**src/rtl/inst_prefetch_buf.sv**
```systemverilog
// Instruction prefetch queue between the fetch stage and a pipelined ROM.
// Issues sequential word fetches ahead of demand; a redirect flushes all.
module inst_prefetch_buf #(
  parameter int                ADDR_W   = 32,
  parameter int                DATA_W   = 32,
  parameter int                DEPTH    = 4,
  parameter int                MEM_LAT  = 1,
  parameter logic [ADDR_W-1:0] RESET_PC = '0
) (
  input  logic              clk,
  input  logic              rst,
  input  logic              fetch_en_i,
  input  logic              redirect_i,
  input  logic [ADDR_W-1:0] redirect_pc_i,
  input  logic              pop_i,
  output logic [DATA_W-1:0] inst_o,
  output logic [ADDR_W-1:0] inst_pc_o,
  output logic              inst_valid_o,
  output logic              mem_ce_o,
  output logic [ADDR_W-1:0] mem_addr_o,
  input  logic [DATA_W-1:0] mem_data_i
);

  localparam int PW = $clog2(DEPTH);
  localparam int CW = PW + 1;
  localparam int SW = CW + 3;

  typedef enum logic {
    IDLE,
    RUN
  } state_t;

  state_t            state;
  logic [ADDR_W-1:0] fetch_pc;
  logic [MEM_LAT-1:0] vld;
  logic [ADDR_W-1:0] pc_sr [MEM_LAT];
  logic [DATA_W-1:0] data_q [DEPTH];
  logic [ADDR_W-1:0] pc_q [DEPTH];
  logic [PW-1:0]     rd_ptr;
  logic [PW-1:0]     wr_ptr;
  logic [CW-1:0]     occ;
  logic [SW-1:0]     credit;
  logic              push;
  logic              pop_ok;

  // Queued plus in-flight entries; a request is only made if it has a slot.
  always_comb begin
    credit = SW'(occ);
    for (int i = 0; i < MEM_LAT; i++) begin
      credit = credit + SW'(vld[i]);
    end
  end

  assign mem_ce_o     = (state == RUN) && (credit < SW'(DEPTH));
  assign mem_addr_o   = fetch_pc;
  assign push         = vld[MEM_LAT-1];
  assign pop_ok       = pop_i && (occ != '0);
  assign inst_o       = data_q[rd_ptr];
  assign inst_pc_o    = pc_q[rd_ptr];
  assign inst_valid_o = (occ != '0);

  always_ff @(posedge clk or negedge rst) begin
    if (!rst) begin
      state <= IDLE;
    end else begin
      unique case (state)
        IDLE: if (fetch_en_i) state <= RUN;
        RUN:  if (!fetch_en_i) state <= IDLE;
      endcase
    end
  end

  always_ff @(posedge clk or negedge rst) begin
    if (!rst) begin
      fetch_pc <= RESET_PC;
    end else if (redirect_i) begin
      fetch_pc <= redirect_pc_i;
    end else if (mem_ce_o) begin
      fetch_pc <= fetch_pc + ADDR_W'(4);
    end
  end

  always_ff @(posedge clk or negedge rst) begin
    if (!rst) begin
      vld <= '0;
      for (int i = 0; i < MEM_LAT; i++) pc_sr[i] <= '0;
    end else begin
      vld <= redirect_i ? '0 : ((vld << 1) | MEM_LAT'(mem_ce_o));
      pc_sr[0] <= fetch_pc;
      for (int i = MEM_LAT - 1; i > 0; i--) pc_sr[i] <= pc_sr[i-1];
    end
  end

  always_ff @(posedge clk or negedge rst) begin
    if (!rst) begin
      rd_ptr <= '0;
      wr_ptr <= '0;
      occ    <= '0;
      for (int i = 0; i < DEPTH; i++) begin
        data_q[i] <= '0;
        pc_q[i]   <= '0;
      end
    end else if (redirect_i) begin
      rd_ptr <= '0;
      wr_ptr <= '0;
      occ    <= '0;
    end else begin
      if (push) begin
        data_q[wr_ptr] <= mem_data_i;
        pc_q[wr_ptr]   <= pc_sr[MEM_LAT-1];
        wr_ptr         <= wr_ptr + PW'(1);
      end
      if (pop_ok) rd_ptr <= rd_ptr + PW'(1);
      unique case ({push, pop_ok})
        2'b10:   occ <= occ + CW'(1);
        2'b01:   occ <= occ - CW'(1);
        default: occ <= occ;
      endcase
    end
  end

  always_ff @(posedge clk) begin
    if (rst && push && !redirect_i) assert (occ < CW'(DEPTH));
  end

endmodule

```
**config.mk**
```make
export PLATFORM = sky130hd
export DESIGN_NAME = inst_prefetch_buf
export DESIGN_NICKNAME = d
export VERILOG_FILES = /design/src/rtl/inst_prefetch_buf.sv
export SDC_FILE = /design/constraint.sdc
export NUM_CORES = 1
export LEC_CHECK = 0
export ABC_AREA = 1
export ABC_CLOCK_PERIOD_IN_PS = 1800
export CAP_MARGIN = 0
export CORE_MARGIN = 5
export CORE_UTILIZATION = 50
export DETAILED_ROUTE_END_ITERATION = 12
export GPL_ROUTABILITY_DRIVEN = 0
export HOLD_SLACK_MARGIN = 0.15
export PLACE_DENSITY = 0.82
export SETUP_SLACK_MARGIN = 0.4
export SLEW_MARGIN = 20
export SYNTH_ARGS = -nofsm -noshare
export SYNTH_HDL_FRONTEND = slang
export SYNTH_SLANG_ARGS = --single-unit
```
**constraint.sdc**
```tcl
create_clock -name clk -period 1.8 [get_ports clk]
set_input_delay 0.54 -clock clk [delete_from_list [all_inputs] [get_ports clk]]
set_output_delay 0.54 -clock clk [all_outputs]
set_load 0.05 [all_outputs]
```
==> out/results.txt <==
status - complete, but fails checks
failing checks - setup timing
DRC viols - 0
core area - 0.02987 mm²
Layout Cells excl Fill - 2,400
fin area - 0.02272 mm²
Synth area leader - dfrtp_1
Slew Viols, Final - 0
CTS Root Cell - clkbuf_16
Die H - 184.5 µm
Row Count - 63
Routed Antenna Nets - 0
layout net count - 2,058
fin util - 76.06%
cell count after synthesis - 1,717
via/cell ratio - 5.949
leak pwr - 10.27 nW
Critical Path Fanout Max - 21
worst hold-check path type - reg2reg
Final TNS setup - -42.76 ns
Synth area leaders - dfrtp_1 (54%), nand2_1 (11%), o21ai_2 (5.6%), o21ai_1 (5.2%), o21ai_0 (4.8%)
drt first pass iters - 5
CTS tree - built
Iteration-0 DRC Markers - 1,392
total power - 38.36 mW
dpl cells - 2,239
hold violation total from the final report - 0
average size of a mapped cell - 8.863 µm²
Synth Net Count - 1,792
placed inst area - 0.01947 mm²
Layout area overhead - 49.32%
DIE WIDTH - 184.5 µm
Clock Path Buffers - 3
crit path launch type - flop
area share of the largest cell type after synthesis - 54.10%
post-DP HPWL - 26.93 mm
final worst setup slack - -0.7987 ns
die area - 0.03402 mm²
Slew @ Worst Pin - 0.4659 ns
Sink Count - 329
Worst Path Required - 1.26 ns
FF+latch count, synth - 329
antenna diode instance count - 0
Fmax - 384.8 MHz
max cap viols - 0
clk_lat worst skew - 0.52 ns
first-pass GRT wire length - 75.51 mm
largest net degree at the start of global routing - 53
clock-pin slew on the worst setup and hold paths - 0.06 ns
Global Route Usage Sum - 27.50%
Worst Hold Slack - 0.4855 ns
initial antenna violation count - 0
DRT Wirelength - 50.50 mm
Syn. warnings - 0
WL/cell - 21.04 µm
dpl ws - -0.3086 ns
arrival time worst endpoint - 2.06 ns
vias in the first global route - 14,240
total CTS buffers - 36
share of layout cells above drive strength 1 - 35.72%
Ports - 167
Setup violations, final - 68
Setup Skew - 0.02268 ns
Seq/Total Area, Yosys - 54.10%
VDD IR max - 0.0008875 V
period utilization - 144.4%
critical path capture point type - output pin
Power Density - 1688 mW/mm²
H-tree depth - 2
Crit Path Category - reg2out
initial cell density of the core - 50.94%
Cell Area, Synth - 0.01522 mm²
min Tclk post-route - 2.599 ns
Unique masters post-synth - 32
vias - 14,280
RSZ-0062 raised after global routing - true
total grt overflow - 0
max_slew headroom - 68.94%
Port Buffer Count - 166
-- cells in the mapped netlist --
cell	count
nand2_1	436
dfrtp_1	329
nor2_1	172
o21ai_1	158
o21ai_0	147
inv_1	116
o21ai_2	98
o22ai_1	64
buf_6	54
nand3_1	34
clkbuf_1	27
buf_2	20
xor2_1	8
nor2_2	6
ha_1	5
inv_2	5
nand2_4	5
o211ai_1	5
buf_4	4
nand2_2	4
xnor2_1	4
a21oi_1	3
a31oi_1	2
clkbuf_2	2
nor3_1	2
fa_1	1
nand3_2	1
nand4_1	1
nor2_4	1
nor2_8	1
o21bai_1	1
or2_2	1
-- final cells by class --
cell class / count / area (µm²)
Tap cell: 390 / 488.0
Timing Repair Buffer: 331 / 4786
Clock buffer: 56 / 1067
Sequential cell: 329 / 8279
Fill cell: 1716 / 7153
Multi-Input combinational cell: 1164 / 7535
Inverter: 121 / 483.0
Clock inverter: 9 / 83.83
-- logic make-up after synthesis --
family,count (synthesis),synth area share (%)
buffers and inverters,228,8.568
adders and majority gates,6,0.5427
xor gates and xnor gates,12,0.6907
and+or+nand+nor,664,17.32
DFF,329,54.10
AOI/OAI and AO/OA,478,18.78
-- repair_timing --
action,CTS,global route
setup endpoints to repair,382,389
endpoints found under the hold margin,36,0
buffers inserted,55,18
cloned,14,8
gates resized for setup,215,151
pin swaps,29,32
hold buffers,1,0
-- where the power goes --
group	internal, mW	switching, mW
registers	9.40	1.53
logic	8.92	11.3
clock network	4.24	3.01
total	22.6	15.8
-- state kept, by name, indices dropped and copies added, names as in the netlist --
name,count
data_q,128
mem_addr_o,32
pc_q,128
occ,3
wr_ptr,2
rd_ptr,2
pc_sr,32
push,1
state,1
-- critical path, cell delays in order (launching register included) --
cell and delay, ns:
dfrtp_4 0.52, inv_12 0.08, buf_12 0.13, buf_16 0.16, o21ai_1 0.31, o22ai_4 0.15
buf_12 0.18
-- metal layers --
| metal | track usage (%) | part of all wire (%) | vias to the layer above |
|---|---|---|---|
| met2 | 45.00 | 49 | 908 |
| li1 | - | - | 6191 |
| met1 | 35.96 | 37 | 6971 |
| met5 | 0 | 0 | - |
| met4 | 10.53 | 4.1 | 0 |
| met3 | 6.217 | 9.5 | 207 |
-- worst paths after layout --
path / from / to / slack [ns] / cells after the start
worst max-delay path: rd_ptr[0] / inst_pc_o[24] / -0.80 / 6
worst min-delay path: data_q[35] / data_q[35] / 0.49 / 2
worst max register to register: occ[1] / occ[2] / -0.31 / 12
worst min register to register: data_q[35] / data_q[35] / 0.49 / 2
max in group asynchronous: rst / rd_ptr[1] / 0.56 / 3
min in group asynchronous: rst / data_q[80] / 0.56 / 2
-- placed cells by master (no fill, tap or decap), types with 5 or more instances in the layout --
cell type	synthesis	final
nand2_8	0	7
o21ai_1	158	222
nand2_2	4	44
nor2_4	1	24
o21ai_0	147	46
nand3_1	34	21
dfrtp_1	329	294
buf_12	0	128
nand3_2	1	10
xor2_1	8	8
nor2_2	6	22
buf_16	0	15
clkbuf_16	0	43
buf_4	4	83
nand2_4	5	38
buf_6	54	26
inv_1	116	112
clkdlybuf4s50_1	0	66
dfrtp_2	0	34
clkbuf_8	0	7
nand2_1	436	359
o211ai_1	5	5
nor2_1	172	134
clkbuf_1	27	12
o21ai_2	98	135
o22ai_4	0	64
No activity file was read; power rests on OpenSTA's default activity.
